## src/rtl/dmem_arbiter_if.sv

```systemverilog
// Bundles the core, loader and RAM sides of the data-memory arbiter.
// slave = arbiter view, master = requester/RAM view.
interface dmem_arbiter_if #(
   parameter int ADDR_W = 32,
   parameter int DATA_W = 32
);
   logic              core_req;
   logic              core_we;
   logic [ADDR_W-1:0] core_addr;
   logic [DATA_W-1:0] core_wdata;
   logic              core_gnt;
   logic              core_rvalid;
   logic [DATA_W-1:0] core_rdata;
   logic              core_stall;

   logic              ld_req;
   logic              ld_we;
   logic [ADDR_W-1:0] ld_addr;
   logic [DATA_W-1:0] ld_wdata;
   logic              ld_lock;
   logic              ld_gnt;
   logic              ld_rvalid;
   logic [DATA_W-1:0] ld_rdata;

   logic [ADDR_W-1:0] mem_addr;
   logic [DATA_W-1:0] mem_wdata;
   logic              mem_we;
   logic [DATA_W-1:0] mem_rdata;

   modport slave (
      input  core_req, core_we, core_addr, core_wdata,
      output core_gnt, core_rvalid, core_rdata, core_stall,
      input  ld_req, ld_we, ld_addr, ld_wdata, ld_lock,
      output ld_gnt, ld_rvalid, ld_rdata,
      output mem_addr, mem_wdata, mem_we,
      input  mem_rdata
   );

   modport master (
      output core_req, core_we, core_addr, core_wdata,
      input  core_gnt, core_rvalid, core_rdata, core_stall,
      output ld_req, ld_we, ld_addr, ld_wdata, ld_lock,
      input  ld_gnt, ld_rvalid, ld_rdata,
      input  mem_addr, mem_wdata, mem_we,
      output mem_rdata
   );
endinterface

```

## src/rtl/dmem_arbiter.sv

```systemverilog
// Core/loader arbiter for the data RAM: zero-cycle grant, read data one cycle later.
// Denied requesters hold their fields; core priority with a wait-count guard and a loader lock mode.
module dmem_arbiter #(
   parameter int ADDR_W   = 32,
   parameter int DATA_W   = 32,
   parameter int MAX_WAIT = 4
) (
   input  logic               clk,
   input  logic               rst_n,
   dmem_arbiter_if.slave      bus
);

   localparam logic [0:0] ST_ARB    = 1'b0;
   localparam logic [0:0] ST_LOCKED = 1'b1;
   localparam logic [3:0] WAIT_SAT  = 4'(MAX_WAIT);

   logic [0:0] state_q;
   logic [0:0] state_d;
   logic [0:0] state_eff;
   logic [3:0] ld_wait_q;
   logic [3:0] ld_wait_d;
   logic       core_own_q;
   logic       ld_own_q;

   logic       core_gnt;
   logic       ld_gnt;
   logic       locked_hold;
   logic       ld_force;

   // While reset is asserted the grant logic behaves as in ARB, whatever the register holds.
   always_comb begin
      state_eff   = rst_n ? state_q : ST_ARB;
      locked_hold = (state_eff == ST_LOCKED) && bus.ld_lock;
      ld_force    = bus.ld_req && (ld_wait_q == WAIT_SAT);
      core_gnt    = 1'b0;
      ld_gnt      = 1'b0;
      if (locked_hold) begin
         ld_gnt = bus.ld_req;
      end else if (ld_force) begin
         ld_gnt = 1'b1;
      end else if (bus.core_req) begin
         core_gnt = 1'b1;
      end else if (bus.ld_req) begin
         ld_gnt = 1'b1;
      end
   end

   always_comb begin
      if (locked_hold || (ld_gnt && bus.ld_lock)) begin
         state_d = ST_LOCKED;
      end else begin
         state_d = ST_ARB;
      end
   end

   always_comb begin
      ld_wait_d = 4'd0;
      if (bus.ld_req && !ld_gnt) begin
         ld_wait_d = (ld_wait_q >= WAIT_SAT) ? WAIT_SAT : ld_wait_q + 4'd1;
      end
   end

   always_comb begin
      bus.mem_addr  = '0;
      bus.mem_wdata = '0;
      bus.mem_we    = 1'b0;
      if (core_gnt) begin
         bus.mem_addr  = bus.core_addr;
         bus.mem_wdata = bus.core_wdata;
         bus.mem_we    = bus.core_we;
      end else if (ld_gnt) begin
         bus.mem_addr  = bus.ld_addr;
         bus.mem_wdata = bus.ld_wdata;
         bus.mem_we    = bus.ld_we;
      end
   end

   // Owner tags: a read accepted now returns data on the next cycle to its requester only.
   always_ff @(posedge clk) begin
      if (!rst_n) begin
         state_q    <= ST_ARB;
         ld_wait_q  <= 4'd0;
         core_own_q <= 1'b0;
         ld_own_q   <= 1'b0;
      end else begin
         state_q    <= state_d;
         ld_wait_q  <= ld_wait_d;
         core_own_q <= core_gnt && !bus.core_we;
         ld_own_q   <= ld_gnt && !bus.ld_we;
      end
   end

   assign bus.core_gnt    = core_gnt;
   assign bus.ld_gnt      = ld_gnt;
   assign bus.core_stall  = bus.core_req && !core_gnt;
   assign bus.core_rvalid = core_own_q;
   assign bus.ld_rvalid   = ld_own_q;
   assign bus.core_rdata  = core_own_q ? bus.mem_rdata : '0;
   assign bus.ld_rdata    = ld_own_q ? bus.mem_rdata : '0;

endmodule

```

## src/flat_wrapper.sv

```systemverilog
// flat-port wrapper written by rule: the top's interface ports become plain ports
module dmem_arbiter_flat 
#(
   parameter int ADDR_W   = 32,
   parameter int DATA_W   = 32,
   parameter int MAX_WAIT = 4
)
  (clk, rst_n, bus_core_req, bus_core_we, bus_core_addr, bus_core_wdata, bus_core_gnt, bus_core_rvalid, bus_core_rdata, bus_core_stall, bus_ld_req, bus_ld_we, bus_ld_addr, bus_ld_wdata, bus_ld_lock, bus_ld_gnt, bus_ld_rvalid, bus_ld_rdata, bus_mem_addr, bus_mem_wdata, bus_mem_we, bus_mem_rdata);
  dmem_arbiter_if #(.ADDR_W(ADDR_W), .DATA_W(DATA_W)) bus_i ();
  input  logic clk;
  input  logic rst_n;
  input wire logic [$bits(bus_i.core_req)-1:0] bus_core_req;
  input wire logic [$bits(bus_i.core_we)-1:0] bus_core_we;
  input wire logic [$bits(bus_i.core_addr)-1:0] bus_core_addr;
  input wire logic [$bits(bus_i.core_wdata)-1:0] bus_core_wdata;
  output wire logic [$bits(bus_i.core_gnt)-1:0] bus_core_gnt;
  output wire logic [$bits(bus_i.core_rvalid)-1:0] bus_core_rvalid;
  output wire logic [$bits(bus_i.core_rdata)-1:0] bus_core_rdata;
  output wire logic [$bits(bus_i.core_stall)-1:0] bus_core_stall;
  input wire logic [$bits(bus_i.ld_req)-1:0] bus_ld_req;
  input wire logic [$bits(bus_i.ld_we)-1:0] bus_ld_we;
  input wire logic [$bits(bus_i.ld_addr)-1:0] bus_ld_addr;
  input wire logic [$bits(bus_i.ld_wdata)-1:0] bus_ld_wdata;
  input wire logic [$bits(bus_i.ld_lock)-1:0] bus_ld_lock;
  output wire logic [$bits(bus_i.ld_gnt)-1:0] bus_ld_gnt;
  output wire logic [$bits(bus_i.ld_rvalid)-1:0] bus_ld_rvalid;
  output wire logic [$bits(bus_i.ld_rdata)-1:0] bus_ld_rdata;
  output wire logic [$bits(bus_i.mem_addr)-1:0] bus_mem_addr;
  output wire logic [$bits(bus_i.mem_wdata)-1:0] bus_mem_wdata;
  output wire logic [$bits(bus_i.mem_we)-1:0] bus_mem_we;
  input wire logic [$bits(bus_i.mem_rdata)-1:0] bus_mem_rdata;
  assign bus_i.core_req = bus_core_req;
  assign bus_i.core_we = bus_core_we;
  assign bus_i.core_addr = bus_core_addr;
  assign bus_i.core_wdata = bus_core_wdata;
  assign bus_core_gnt = bus_i.core_gnt;
  assign bus_core_rvalid = bus_i.core_rvalid;
  assign bus_core_rdata = bus_i.core_rdata;
  assign bus_core_stall = bus_i.core_stall;
  assign bus_i.ld_req = bus_ld_req;
  assign bus_i.ld_we = bus_ld_we;
  assign bus_i.ld_addr = bus_ld_addr;
  assign bus_i.ld_wdata = bus_ld_wdata;
  assign bus_i.ld_lock = bus_ld_lock;
  assign bus_ld_gnt = bus_i.ld_gnt;
  assign bus_ld_rvalid = bus_i.ld_rvalid;
  assign bus_ld_rdata = bus_i.ld_rdata;
  assign bus_mem_addr = bus_i.mem_addr;
  assign bus_mem_wdata = bus_i.mem_wdata;
  assign bus_mem_we = bus_i.mem_we;
  assign bus_i.mem_rdata = bus_mem_rdata;
  dmem_arbiter #(.ADDR_W(ADDR_W), .DATA_W(DATA_W), .MAX_WAIT(MAX_WAIT)) u_core (.clk(clk), .rst_n(rst_n), .bus(bus_i));
endmodule
```

## config.mk

```make
export PLATFORM = sky130hd
export DESIGN_NAME = dmem_arbiter_flat
export DESIGN_NICKNAME = d
export VERILOG_FILES = /design/src/rtl/dmem_arbiter_if.sv /design/src/rtl/dmem_arbiter.sv /design/src/flat_wrapper.sv
export SDC_FILE = /design/constraint.sdc
export NUM_CORES = 1
export LEC_CHECK = 0
export ABC_AREA = 1
export ABC_CLOCK_PERIOD_IN_PS = 1400
export CORE_AREA = 3 3 116 118
export CTS_CLUSTER_SIZE = 12
export DETAILED_ROUTE_END_ITERATION = 8
export DIE_AREA = 0 0 119 121
export SYNTH_ARGS = -nofsm -noshare
export SYNTH_HDL_FRONTEND = slang
export SYNTH_SLANG_ARGS = --single-unit
```

## constraint.sdc

```tcl
create_clock -name clk -period 1.4 [get_ports clk]
set_input_delay 0.14 -clock clk [delete_from_list [all_inputs] [get_ports clk]]
set_output_delay 0.14 -clock clk [all_outputs]
set_load 0.02 [all_outputs]
```

==> metrics.md <==
| Metric | Value |
|---|---|
| Status | `complete, but fails checks` |
| Failing checks | `negative setup slack` |
| Num CTS Buffers | `3` |
| Clock Latency Late Sink | `0.23 ns` |
| Clock power share | `0.193` |
| Initial antenna violation count | `0` |
| H-tree depth | `1` |
| Final WS setup | `-0.383 ns` |
| Slowest cell on the critical path | `dfxtp_2` |
| Synthesized area | `0.00165 mm²` |
| Via-to-Cell Ratio | `3.93` |
| Total gr overflow | `0` |
| DP HPWL | `9.42 mm` |
| Root Driver | `clkbuf_16` |
| Warnings, synthesis | `0` |
| Final worst path period share | `1.27` |
| FILL cells | `1241` |
| Asr flop ratio synth | `0` |
| Maxcap violations | `0` |
| Die Y-Extent | `121 µm` |
| GRT Overall Usage | `0.146` |
| Max incr delay on CP | `0.32 ns` |
| Flop pwr share | `0.084` |
| CTS sink cnt | `7` |
| CTS tree | `built` |
| PortBufs | `300` |
| Cell chain of the critical path | `inv_2, ha_4, nand2_2, nor2_4, nor2_4, buf_4, buf_12, buf_12, nand2_1, nand2_2, buf_6` |
| Final Setup Violations | `68` |
| Sequential fraction of the synthesis area | `0.0848` |
| Dpl ws | `-0.818 ns` |
| Number of synthesized register bits | `7` |
| Endpoint class of the critical path | `output port` |
| Top-area cell type share of the netlist area | `0.606` |
| Total routed wirelength | `11.9 mm` |
| Worst-path clk slew | `0.04 ns` |
| Prevailing post-synth register cell | `dfxtp_1` |
| Worst Hold Class | `input port to flop` |
| Hold_buf cts | `0` |
| Mapped Cells | `385` |
| Setup Skew | `0.00163 ns` |
| Worst VDD drop | `0.000288 V` |
| Fin Setup TNS | `-22.46 ns` |
| Cell Count, Final, Fillers Out | `879` |
| Max clock buf depth | `2` |
| Largest area contributor in the netlist | `nand2_1` |
| Starting DRT DRC Count | `89` |
| Number of enable flip-flop cells after synthesis | `0` |
| Fmax | `0.561 GHz` |
| Die Area | `0.0144 mm²` |
| # DRC | `0` |
| Layout cell share with drive strength beyond 1 | `0.291` |
| Vias | `3455` |
| Crit Path Category | `flop to output port` |
| Critical path required time | `1.26 ns` |
| First-pass GRT wire length | `17.0 mm` |
| Tmin final | `1.78 ns` |
| Hold Vio Cnt, Final | `0` |
| Sw Ratio | `0.358` |
| Final core occ | `0.452` |
| Reg2Reg Launch Point | `u_core.ld_wait_q[1]` |
| Antenna-violating nets left | `0` |
| Count leader, synth | `nand2_1` |
| Largest net degree at the start of global routing | `34` |
| Placed Cells incl. Taps | `854` |
| Synth-to-layout area growth | `244%` |
| Pleak | `3.22 nW` |
| P_sw | `0.907 mW` |
| Rows | `41` |
| Top cells by count, synth | `nand2_1 (267), inv_1 (73), buf_2 (7), dfxtp_1 (7), clkbuf_1 (6)` |
| Slew Viols, Final | `0` |
| # diodes | `0` |
| Combinational share of power | `0.723` |
| Global placement routability congestion | `0.808` |
| Total power | `2.53 mW` |
| Initial DRT Pass Iterations | `5` |
| Hold_sp | `bus_ld_req` |
| Die Span X | `119 µm` |
| Main area contributors after synthesis | `nand2_1 (61%), inv_1 (17%), dfxtp_1 (8.5%), buf_6 (2.7%), buf_2 (2.1%)` |
| Mean Syn Cell Area | `4.29 µm²` |
| Net Count, Synth | `554` |
| Avg WL per Cell | `13.6 µm` |
| Internal Power | `1.62 mW` |
| Initial Util | `0.132` |
| Floorplan Core Area | `0.0126 mm²` |
| Pwr dens | `446 mW/mm²` |
| Nets | `877` |
| Vias in the first global route | `3441` |
| Post-synth cell types | `16` |
| Io pins | `301` |
| Setup crit start | `u_core.ld_wait_q[1]` |
| Data arrival, critical path | `1.64 ns` |
| CP max FO | `12` |
| Startpoint types | `flop` |
| RSZ-0062 raised after global routing | `yes` |
layer usage:
layer / GRT usage / routed length [µm]
met5: 0 / 0
met4: 0.0319 / 242
met3: 0.0382 / 1110
met2: 0.291 / 6290
met1: 0.151 / 4270
power groups by stage:
stage | clock network, mW | logic (mW) | registers, mW
3_3_place_gp | 0 | 1.57 | 0.214
3_5_place_dp | 0 | 1.58 | 0.214
2_1_floorplan | 0 | 0.573 | 0.217
4_1_cts | 0.497 | 1.80 | 0.212
5_1_grt | 0.507 | 1.94 | 0.214
6_report | 0.488 | 1.83 | 0.213
worst max-delay path, delay by kind of cell (launching register included):
family                   cells  cell delay [ns]
buffers and inverters        5             0.57
AND/OR/NAND/NOR              5             0.37
flip-flops                   1             0.32
adder cells (fa/ha/maj)      1             0.13
area by class of cell:
class | instances | area [µm²] | share of cell area
Tap cell | 172 | 215 | 0.0379
Timing Repair Buffer | 338 | 3600 | 0.633
Inverter | 73 | 274 | 0.0482
Multi-Input combinational cell | 285 | 1370 | 0.241
Sequential cell | 7 | 144 | 0.0253
Clock buffer | 4 | 78.8 | 0.0139
cells in the final DEF, fill, tap and decap left out, types with 2 or more instances in the layout:
cell type | netlist | routed
nor3_1 | 4 | 4
clkbuf_2 | 0 | 17
dfxtp_2 | 0 | 3
buf_6 | 4 | 69
nor2_1 | 5 | 3
clkbuf_16 | 0 | 6
buf_12 | 0 | 12
inv_1 | 73 | 71
dfxtp_1 | 7 | 4
nand2_1 | 267 | 200
buf_16 | 0 | 5
buf_8 | 1 | 3
nand2_4 | 0 | 12
nand2_2 | 2 | 57
dlygate4sd2_1 | 0 | 15
inv_2 | 0 | 2
nand4_1 | 2 | 2
buf_4 | 2 | 13
nor2_4 | 0 | 3
clkdlybuf4s50_1 | 0 | 165
clkdlybuf4s15_1 | 0 | 34
per-stage QoR:
step	hold slack, ns	instance area [µm²]
after floorplan	0.217	1710
after global placement	0.484	5000
after detailed placement	0.494	5000
after CTS	0.405	5570
after global routing	0.456	5680
final	0.402	5680
final timing paths:
path / to / slack (ns) / depth (start not counted)
setup / recovery: bus_mem_wdata[13] / -0.38 / 11
hold / removal: u_core.bus.ld_rvalid / 0.40 / 3
setup reg to reg: u_core.state_q / 0.09 / 8
hold reg to reg: u_core.state_q / 0.47 / 2
state kept, by name, summed over array words and instances, names as in the netlist:
| signal | flops |
|---|---|
| u_core.bus.ld_rvalid | 1 |
| u_core.bus.core_rvalid | 1 |
| u_core.ld_wait_q | 4 |
| u_core.state_q | 1 |
cells by family (layout without fill, tap and decap cells):
| logic type | Yosys count | count (layout) | share of synthesized area |
|---|---|---|---|
| fa+ha+maj | 2 | 2 | 0.0151 |
| buf+inv | 93 | 415 | 0.246 |
| simple gates | 282 | 282 | 0.652 |
| other cells | 1 | 1 | 0.00227 |
| flops | 7 | 7 | 0.0848 |
timing repair:
action | in CTS | in global routing
resized for setup | 526 | 87
pin swaps | 9 | 6
gates cloned | 6 | 3
endpoints found under the setup margin | 134 | 119
setup buffers | 10 | 3
Power figures use the tool's default switching activity.
